`config.mk`:
```
export PLATFORM = sky130hd
export DESIGN_NAME = linebuffer_window_flat
export DESIGN_NICKNAME = d
export VERILOG_FILES = /design/src/rtl/lb_pkg.sv /design/src/rtl/linebuffer_window_if.sv /design/src/rtl/line_delay.sv /design/src/rtl/linebuffer_window.sv /design/src/flat_wrapper.sv
export SDC_FILE = /design/constraint.sdc
export NUM_CORES = 2
export LEC_CHECK = 0
export ABC_AREA = 1
export CAP_MARGIN = 0
export CORE_MARGIN = 2
export CORE_UTILIZATION = 49
export CTS_CLUSTER_DIAMETER = 30
export DETAILED_ROUTE_END_ITERATION = 16
export GPL_TIMING_DRIVEN = 1
export PLACE_DENSITY = 0.76
export SYNTH_ARGS = -nofsm -noshare
export SYNTH_HDL_FRONTEND = slang
export SYNTH_HIERARCHICAL = 1
export SYNTH_SLANG_ARGS = --single-unit
```
`constraint.sdc`:
```
create_clock -name clk -period 99.9 [get_ports clk]
set_input_delay 24.975 -clock clk [delete_from_list [all_inputs] [get_ports clk]]
set_output_delay 24.975 -clock clk [all_outputs]
set_load 0.01 [all_outputs]
```
`src/rtl/lb_pkg.sv`:
```
// Shared types and window geometry for the line-buffer window generator.
package lb_pkg;
  localparam int PIX_W = 7;
  localparam int WIN_W = 10;
  localparam int WIN_H = 8;
  localparam int NTAP  = WIN_W*WIN_H + 1;
  localparam int CRD_W = 5;

  typedef logic [PIX_W-1:0] pixel_t;
  typedef pixel_t [0:NTAP-1] xarray_t;
  typedef enum logic [1:0] {IDLE, FILL, DONE} state_t;
endpackage

```
`src/rtl/linebuffer_window_if.sv`:
```
// Pixel stream in, window array out; master is the pixel source.
interface linebuffer_window_if;
  import lb_pkg::*;

  logic              sof;
  logic              pix_valid;
  pixel_t            pix_in;
  xarray_t           xarray;
  logic              win_valid;
  logic [CRD_W-1:0]  win_x;
  logic [CRD_W-1:0]  win_y;
  logic              frame_done;
  logic              overflow;

  modport master (
    output sof, pix_valid, pix_in,
    input  xarray, win_valid, win_x, win_y, frame_done, overflow
  );

  modport slave (
    input  sof, pix_valid, pix_in,
    output xarray, win_valid, win_x, win_y, frame_done, overflow
  );
endinterface

```
`src/rtl/line_delay.sv`:
```
// One image line of delay: circular store, read-before-write at the shared column pointer.
module line_delay
  import lb_pkg::*;
#(
  parameter int IMG_W = 28,
  localparam int AW   = $clog2(IMG_W)
) (
  input  logic          clk,
  input  logic          en,
  input  logic [AW-1:0] col,
  input  pixel_t        din,
  output pixel_t        dout
);
  pixel_t mem [IMG_W];

  assign dout = mem[col];

  always_ff @(posedge clk)
    if (en) mem[col] <= din;
endmodule

```
`src/rtl/linebuffer_window.sv`:
```
// Raster stream -> sliding WIN_H x WIN_W window, emitted as the 81-tap array (tap 0 = bias slot).
module linebuffer_window
  import lb_pkg::*;
#(
  parameter int IMG_W = 28,
  parameter int IMG_H = 28
) (
  input logic                 clk,
  input logic                 rst,
  linebuffer_window_if.slave  lb
);
  localparam int CW = $clog2(IMG_W);
  localparam int RW = $clog2(IMG_H);
  localparam logic [CW-1:0] COL_LAST = CW'(IMG_W-1);
  localparam logic [RW-1:0] ROW_LAST = RW'(IMG_H-1);
  localparam logic [CW-1:0] COL_V    = CW'(WIN_W-1);
  localparam logic [RW-1:0] ROW_V    = RW'(WIN_H-1);

  state_t        state, state_nxt;
  logic [CW-1:0] col, cur_col;
  logic [RW-1:0] row, cur_row;
  logic          restart, accept, drop, last_pix, win_hit;

  pixel_t                          lout [WIN_H-1];
  pixel_t [0:WIN_H-1]              newcol;
  pixel_t [0:WIN_H-1][0:WIN_W-1]   win_q, win_nxt;
  xarray_t                         xarray_nxt;

  always_ff @(posedge clk or posedge rst)
    if (rst) state <= IDLE;
    else     state <= state_nxt;

  always_comb begin
    state_nxt = state;
    case (state)
      IDLE, DONE: if (lb.sof && lb.pix_valid) state_nxt = FILL;
      FILL:       if (accept && last_pix)     state_nxt = DONE;
      default:    state_nxt = IDLE;
    endcase
  end

  // sof with a pixel always restarts at (0,0); counters are bypassed so the
  // restart pixel addresses column 0 in the same cycle.
  always_comb begin
    restart  = lb.sof && lb.pix_valid;
    accept   = restart || (lb.pix_valid && state == FILL);
    drop     = lb.pix_valid && !accept;
    cur_col  = restart ? '0 : col;
    cur_row  = restart ? '0 : row;
    last_pix = (cur_col == COL_LAST) && (cur_row == ROW_LAST);
    win_hit  = accept && (cur_row >= ROW_V) && (cur_col >= COL_V);
  end

  always_ff @(posedge clk or posedge rst)
    if (rst) begin
      col <= '0;
      row <= '0;
    end else if (accept) begin
      if (last_pix) begin
        col <= '0;
        row <= '0;
      end else if (cur_col == COL_LAST) begin
        col <= '0;
        row <= cur_row + RW'(1);
      end else begin
        col <= cur_col + CW'(1);
        row <= cur_row;
      end
    end

  // Line k holds the row k+1 above the current one.
  for (genvar k = 0; k < WIN_H-1; k++) begin : g_line
    pixel_t din;
    if (k == 0) begin : g_head
      assign din = lb.pix_in;
    end else begin : g_tail
      assign din = lout[k-1];
    end
    line_delay #(.IMG_W(IMG_W)) u_line (
      .clk  (clk),
      .en   (accept),
      .col  (cur_col),
      .din  (din),
      .dout (lout[k])
    );
  end

  always_comb begin
    newcol     = '0;
    win_nxt    = '0;
    xarray_nxt = '0;
    newcol[WIN_H-1] = lb.pix_in;
    for (int r = 0; r < WIN_H-1; r++)
      newcol[r] = lout[WIN_H-2-r];
    for (int r = 0; r < WIN_H; r++) begin
      for (int c = 0; c < WIN_W-1; c++)
        win_nxt[r][c] = win_q[r][c+1];
      win_nxt[r][WIN_W-1] = newcol[r];
    end
    for (int r = 0; r < WIN_H; r++)
      for (int c = 0; c < WIN_W; c++)
        xarray_nxt[1 + r*WIN_W + c] = win_nxt[r][c];
  end

  always_ff @(posedge clk or posedge rst)
    if (rst) begin
      win_q         <= '0;
      lb.xarray     <= '0;
      lb.win_valid  <= 1'b0;
      lb.win_x      <= '0;
      lb.win_y      <= '0;
      lb.frame_done <= 1'b0;
      lb.overflow   <= 1'b0;
    end else begin
      lb.win_valid  <= win_hit;
      lb.frame_done <= accept && last_pix;
      if (drop)   lb.overflow <= 1'b1;
      if (accept) win_q <= win_nxt;
      if (win_hit) begin
        lb.xarray <= xarray_nxt;
        lb.win_x  <= CRD_W'(cur_col - COL_V);
        lb.win_y  <= CRD_W'(cur_row - ROW_V);
      end
    end
endmodule
```
`src/flat_wrapper.sv`:
```
// flat-port wrapper written by rule: the top's interface ports become plain ports
module linebuffer_window_flat import lb_pkg::*;
#(
  parameter int IMG_W = 28,
  parameter int IMG_H = 28
)
  (clk, rst, lb_sof, lb_pix_valid, lb_pix_in, lb_xarray, lb_win_valid, lb_win_x, lb_win_y, lb_frame_done, lb_overflow);
  linebuffer_window_if lb_i ();
  input logic clk;
  input logic rst;
  input wire logic [$bits(lb_i.sof)-1:0] lb_sof;
  input wire logic [$bits(lb_i.pix_valid)-1:0] lb_pix_valid;
  input wire logic [$bits(lb_i.pix_in)-1:0] lb_pix_in;
  output wire logic [$bits(lb_i.xarray)-1:0] lb_xarray;
  output wire logic [$bits(lb_i.win_valid)-1:0] lb_win_valid;
  output wire logic [$bits(lb_i.win_x)-1:0] lb_win_x;
  output wire logic [$bits(lb_i.win_y)-1:0] lb_win_y;
  output wire logic [$bits(lb_i.frame_done)-1:0] lb_frame_done;
  output wire logic [$bits(lb_i.overflow)-1:0] lb_overflow;
  assign lb_i.sof = lb_sof;
  assign lb_i.pix_valid = lb_pix_valid;
  assign lb_i.pix_in = lb_pix_in;
  assign lb_xarray = lb_i.xarray;
  assign lb_win_valid = lb_i.win_valid;
  assign lb_win_x = lb_i.win_x;
  assign lb_win_y = lb_i.win_y;
  assign lb_frame_done = lb_i.frame_done;
  assign lb_overflow = lb_i.overflow;
  linebuffer_window #(.IMG_W(IMG_W), .IMG_H(IMG_H)) u_core (.clk(clk), .rst(rst), .lb(lb_i));
endmodule
```
# Word level (Yosys, flattened, before mapping)
# Memory sizes are Yosys's and may differ from the RTL's.
# Cells that the tools add are included.
# W data, S select, Z words.
[classes] n_addsub=4 n_mux=11 n_reduce_logical=12 magnitude_cmp=2 eq_ne=6
[op_table] operator="$mux W5" n=6
[op_table] operator="$add A5 B1 Y5 const B" n=2
[op_table] operator="$eq A5 B5 Y1 const B" n=2
[op_table] operator="$logic_and A1 B1 Y1" n=7
[op_table] operator="$ge A5 B3 Y1 const B" n=1
[op_table] operator="$ge A5 B4 Y1 const B" n=1
[op_table] operator="$sub A5 B3 Y5 const B" n=1
[op_table] operator="$sub A5 B4 Y5 const B" n=1
[op_table] operator="$mux W2" n=2
[op_table] operator="$pmux W2 S2" n=1
[op_table] operator="$eq A2 B1 Y1 const B" n=1
[op_table] operator="$eq A2 B2 Y1 const B" n=1
[op_table] operator="$logic_not A2 Y1" n=1
[op_table] operator="$mux W1" n=2
[op_table] operator="$ne A2 B1 Y1 const B" n=1
[op_table] operator="$ne A2 B2 Y1 const B" n=1
[op_table] operator="$reduce_and A2 Y1" n=1
[op_table] operator="$reduce_or A2 Y1" n=1
[op_table] operator="$logic_not A1 Y1" n=1
[op_table] operator="$logic_or A1 B1 Y1" n=1
[word_totals] output_inout_bits=580 ramBits=1372 n_memories=7 regBits=1089 word_cells=202
[mem_list] name="u_core.g_line[0].u_line.mem" words=28 word_bits=7 read_ports=1 rd_clocked_by_memory_dff=0 write_ports=1 line_no="line_delay.sv:14" rtl="pixel_t mem [IMG_W];"
[mem_list] name="u_core.g_line[1].u_line.mem" words=28 word_bits=7 read_ports=1 rd_clocked_by_memory_dff=0 write_ports=1 line_no="line_delay.sv:14"
[mem_list] name="u_core.g_line[2].u_line.mem" words=28 word_bits=7 read_ports=1 rd_clocked_by_memory_dff=0 write_ports=1 line_no="line_delay.sv:14"
[mem_list] name="u_core.g_line[3].u_line.mem" words=28 word_bits=7 read_ports=1 rd_clocked_by_memory_dff=0 write_ports=1 line_no="line_delay.sv:14"
[mem_list] name="u_core.g_line[4].u_line.mem" words=28 word_bits=7 read_ports=1 rd_clocked_by_memory_dff=0 write_ports=1 line_no="line_delay.sv:14"
[mem_list] name="u_core.g_line[5].u_line.mem" words=28 word_bits=7 read_ports=1 rd_clocked_by_memory_dff=0 write_ports=1 line_no="line_delay.sv:14"
[mem_list] name="+1 memories"

# Depth between registers and ports, before layout
[depth] ltp_word=7 ltp_mapped=17

# Hierarchy
# The synthesis kept the hierarchy.
[by_module_without_submodules] mod="line_delay" cells_each=800 instances=7 seq_area_each_um2=5885.6 area_per_inst_um2=8242.9
[by_module_without_submodules] mod="linebuffer_window" cells_each=4744 instances=1 seq_area_each_um2=27251.1 area_per_inst_um2=42145.4

# Least setup slack after synthesis
# No wires, ideal clock.
[synth_path] path_kind="input -> register" start="input lb_pix_valid" end="memory u_core/g_line[1].u_line/mem[0][6] (netlist bit) (data pin)" stages=10 arrival_ps=27365 path_buffers=1 path_slack_ps=72260 setup_ps=275 required_time_ps=99625 path_cell_list="nand2_2 > buf_6 > nand2_1 > inv_1 > inv_2 > nor3_2 > inv_2 > nor2_1 > nor2_1 > nand2_1"
[synth_via] elab_chain_len=3
[synth_lines] item="from (decl)" line_no="flat_wrapper.sv:12" rtl="input wire logic [$bits(lb_i.pix_valid)-1:0] lb_pix_valid;"
[synth_lines] item="$logic_and A1 B1 Y1" line_no="linebuffer_window.sv:45" rtl="restart = lb.sof && lb.pix_valid;"
[synth_lines] item="$mux W5" line_no="linebuffer_window.sv:48" rtl="cur_col = restart ? '0 : col;"
[synth_lines] item="via u_core.cur_col[4]" line_no="linebuffer_window.sv:20" rtl="logic [CW-1:0] col, cur_col;"
[synth_lines] item="$mem_v2 Z28 W7"
[synth_lines] item="via u_core.g_line[1].din[6]" line_no="linebuffer_window.sv:73" rtl="pixel_t din;"
[synth_lines] item="to (decl)" line_no="line_delay.sv:14"
# The timed path passes the listed nets, and every way through them passes these cells.

# Final worst setup path
[layout_path] start="input lb_pix_valid" end="register u_core.lb.xarray[236]"
[layout_via] word_cells_on_any_way=9 cone_classes="2 x order compare; 2 x mux; 5 x reduce/logical"
[layout_lines] item="$logic_and A1 B1 Y1" line_no="linebuffer_window.sv:45"
[layout_lines] item="$mux W5" line_no="linebuffer_window.sv:48"
[layout_lines] item="via u_core.cur_col[1]" line_no="linebuffer_window.sv:20"
[layout_lines] item="$ge A5 B4 Y1" line_no="linebuffer_window.sv:51" rtl="win_hit = accept && (cur_row >= ROW_V) && (cur_col >= COL_V);"
[layout_lines] item="$logic_and A1 B1 Y1" line_no="linebuffer_window.sv:51"
[layout_lines] item="to (signal assigned)" line_no="linebuffer_window.sv:120" rtl="lb.xarray <= xarray_nxt;"
[layout_lines] item="to (decl)" line_no="linebuffer_window_if.sv:22" rtl="output xarray, win_valid, win_x, win_y, frame_done, overflow"
# The timed path passes the listed nets, and every way through them passes these cells.
# A chain may end at the register's enable or synchronous reset.

==> metrics.txt <==
most common cell after layout, fill and taps aside=sky130_fd_sc_hd__nand2_1; maximum clock skew at final layout=just over 80 ps; combined area of the multi-input logic cells=roughly 28,000 um2; cell repeated most along the worst path=sky130_fd_sc_hd__nand2_1; root buffer cell=sky130_fd_sc_hd__clkbuf_16; Final GP Congestion=roughly 0.90; hold violation total from the final report=0; delay of the slowest cell on the worst path=just over 900 ps; worst max-slew margin expressed relative to the limit=14.2%; worst hold path type=register to register; CTS resizes=0; post-synthesis instance area=99,800 um2; cell class contributing the biggest share of worst-path delay=buffers and inverters; share of the synthesized area in the top cell type=about two fifths; detailed router's first-iteration violation count=roughly 9,000; Synth async-reset ratio=between 40% and 50%; final instance count without filler cells=roughly 14,000; Worst Path Required=just over 100,000 ps; starting density of the core=49.4%; Post CTS Setup Buffer Count=0; leakage power figure=~57 nW; Post-Synthesis Mean Instance Area=just under 10 um2; worst setup path class=input pin to register; number of placed instances, taps included=about 13,000; post-synthesis sequential element count=between 2,000 and 2,500; clock sink total=2,461; Detailed Routing Iterations Pass 1=6; count of fill cells added during filler insertion=about 15,000; top post-synthesis cells by area=sky130_fd_sc_hd__edfxtp_1, sky130_fd_sc_hd__dfrtp_1, sky130_fd_sc_hd__nand2_1, sky130_fd_sc_hd__nand3_1, sky130_fd_sc_hd__nor2_1; vias per inst=approximately 5.4; fin crit period=roughly 30,000 ps; vias in the first global route=roughly 74,000; Max Buffers Root-to-Sink=4; Post-synth EDFFs=between 1,000 and 1,500; Top FF cell, synth=sky130_fd_sc_hd__edfxtp_1; crit path max-delay cell type=sky130_fd_sc_hd__buf_4; Seq. cell area=approximately 68,000 um2; share of the clock period used by the worst path after layout=30.3%; via count=about 75,000; TritonCTS clock tree=yes; cell type with the highest aggregate area in the netlist=sky130_fd_sc_hd__edfxtp_1; largest driver fanout on the critical path=a little under 200; IO Count=591; post-CTS clock slew at the launch and capture registers of the worst setup and hold paths=~50 ps; sum of internal, switching and leakage power=3.64 mW; overall global routing resource usage=26.0%; core region area=roughly 200,000 um2; total overflow reported by the global router=0; Layout area overhead=23.3%; Pins Over Slew Limit=0; remaining number of nets flagged by the antenna check after routing=0; net count of the finished layout=around 11,000; latest clock arrival within the worst-skew pair=1000 ps; half-perimeter wire length after detailed placement=between 150 and 200 mm; final WL=about 280 mm; warnings from Yosys=6; CP cell instances=clkdlybuf4s50_1 > nand2_2 > inv_1 > nor2_4 > buf_12 > inv_1 > ha_1 > nand2_1 > nand3_4 > nand2_4 > buf_4 > buf_4 > buf_12 > nand2_1 > nand2_1; Cells after Synth=just over 10,000; die span in x=roughly 460 um; category of the worst setup path launch point=input pin; maximum number of pins on one net before global-route repair=227; clock buffer count from CTS=451; final routed wire length divided by cell count=about 20 um; highest achievable clock rate=roughly 33 MHz; run status=complete, no violations; crit path buf inv count=7; Site Rows=165; fraction of final layout cells sized beyond drive strength 1=roughly 8.5%; global-route wire length before repair=~430 mm; arrival time reported for the critical path endpoint=31,140 ps; post-route setup TNS=0 ps; antenna violations before repair=5; die footprint=207,000 um2; type of element capturing the critical path=register; largest voltage drop on the vdd net=roughly 0.025 mV; die extent in y=roughly 460 um; number of distinct library cell variants in the gate-level netlist after synthesis=30; max-cap violation count=0; pin slew with the least headroom to its limit=roughly 1300 ps; unrepaired setup endpoints after global routing=no; final setup violating endpoints=0; register area share after synthesis=around two thirds; highest-count cells in the layout ignoring fill and taps=sky130_fd_sc_hd__nand2_1, sky130_fd_sc_hd__edfxtp_1, sky130_fd_sc_hd__dfrtp_1; count of buffers from port buffering=around 580; count of hold-fix buffers inserted at cts=0; DRC=0; power density over the cells=29.6 nW/um2; number of H-tree levels=5
==> synthesized netlist by cell type, types with 4 or more instances <==
master	number
sky130_fd_sc_hd__nor3_2	35
sky130_fd_sc_hd__edfxtp_1	1372
sky130_fd_sc_hd__ha_1	4
sky130_fd_sc_hd__nor2_2	14
sky130_fd_sc_hd__buf_1	36
sky130_fd_sc_hd__buf_2	204
sky130_fd_sc_hd__inv_1	81
sky130_fd_sc_hd__inv_2	39
sky130_fd_sc_hd__nor2_1	401
sky130_fd_sc_hd__nand2_1	6108
sky130_fd_sc_hd__buf_6	13
sky130_fd_sc_hd__buf_4	74
sky130_fd_sc_hd__nor3_1	7
sky130_fd_sc_hd__nand3_1	637
sky130_fd_sc_hd__clkbuf_1	194
sky130_fd_sc_hd__dfrtp_1	1089
sky130_fd_sc_hd__o21ai_0	20
==> worst min-delay path, cell delays in order (launching register included) <==
cell                      delay (ps)
sky130_fd_sc_hd__dfrtp_1         340
sky130_fd_sc_hd__nand2_1          50
sky130_fd_sc_hd__nand2_1          50
==> registers in the layout, summed over array words and instances, names as in the netlist <==
register and flops:
u_core/col 5, u_core/g_line.u_line/mem 1372, u_core/lb.frame_done 1, u_core/lb.overflow 1, u_core/lb.win_valid 1, u_core/lb.win_x 5, u_core/lb.win_y 5, u_core/lb.xarray 560
u_core/row 5, u_core/state 2, u_core/win_nxt 504
==> stage by stage <==
stage	hold WS (ps)	instance area [um2]	worst slack (ps)	util (%)
floorplan	443	99900	44270	-
global placement	453	107000	68950	53.1
detailed placement	458	107000	68810	53.1
CTS	471	123000	69790	60.8
global route	488	123000	69330	60.8
finish	467	123000	69640	60.8
==> cells by family after synthesis <==
family / share of synthesized area, %
other: 0.00376
AND/OR/NAND/NOR: 28.2
buffers and inverters: 3.04
XOR/XNOR: 0.0175
flip-flops: 68.6
AO/OA/AOI/OAI: 0.154
adder cells (fa/ha/maj): 0.0501
==> power by group <==
group,internal (mW),switching (mW),total (mW),leakage (nW)
Combinational,0.134,0.524,0.659,22.7
Sequential,1.33,0.0934,1.42,27.2
Clock,1.04,0.519,1.56,7.59
==> path summary, 6_finish.rpt <==
path | end | slack, ps | cells after the start | from
hold / removal | u_core/lb.xarray[486] | 470 | 2 | u_core/lb.xarray[486]
hold reg to reg | u_core/lb.xarray[486] | 470 | 2 | u_core/lb.xarray[486]
setup / recovery | u_core/lb.xarray[236] | 69640 | 15 | lb_pix_valid
max in group asynchronous | u_core/lb.win_y[0] | 72130 | 5 | rst
setup reg to reg | u_core/lb.xarray[236] | 94090 | 13 | u_core/col[1]
min in group asynchronous | u_core/lb.xarray[252] | 24600 | 2 | rst
==> final cells by class <==
| type | count | area share [%] |
|---|---|---|
| antenna | 1 | 0.00203 |
| clock buffer | 525 | 9.75 |
| clock inverter | 299 | 3.00 |
| inverter | 120 | 0.390 |
| multi-input combinational | 7248 | 23.1 |
| sequential | 2461 | 55.6 |
| tap | 2672 | 2.72 |
| timing repair buffer | 683 | 5.43 |
==> routing by layer <==
layer	vias up	global-route usage, %	part of all wire [%]
li1	34400	-	-
met1	36600	32.9	38
met2	3459	42.1	48
met3	708	5.49	8.1
met4	4	13.9	5.5
met5	-	0	0.023
Note: power is estimated with default switching activity, not from simulation.
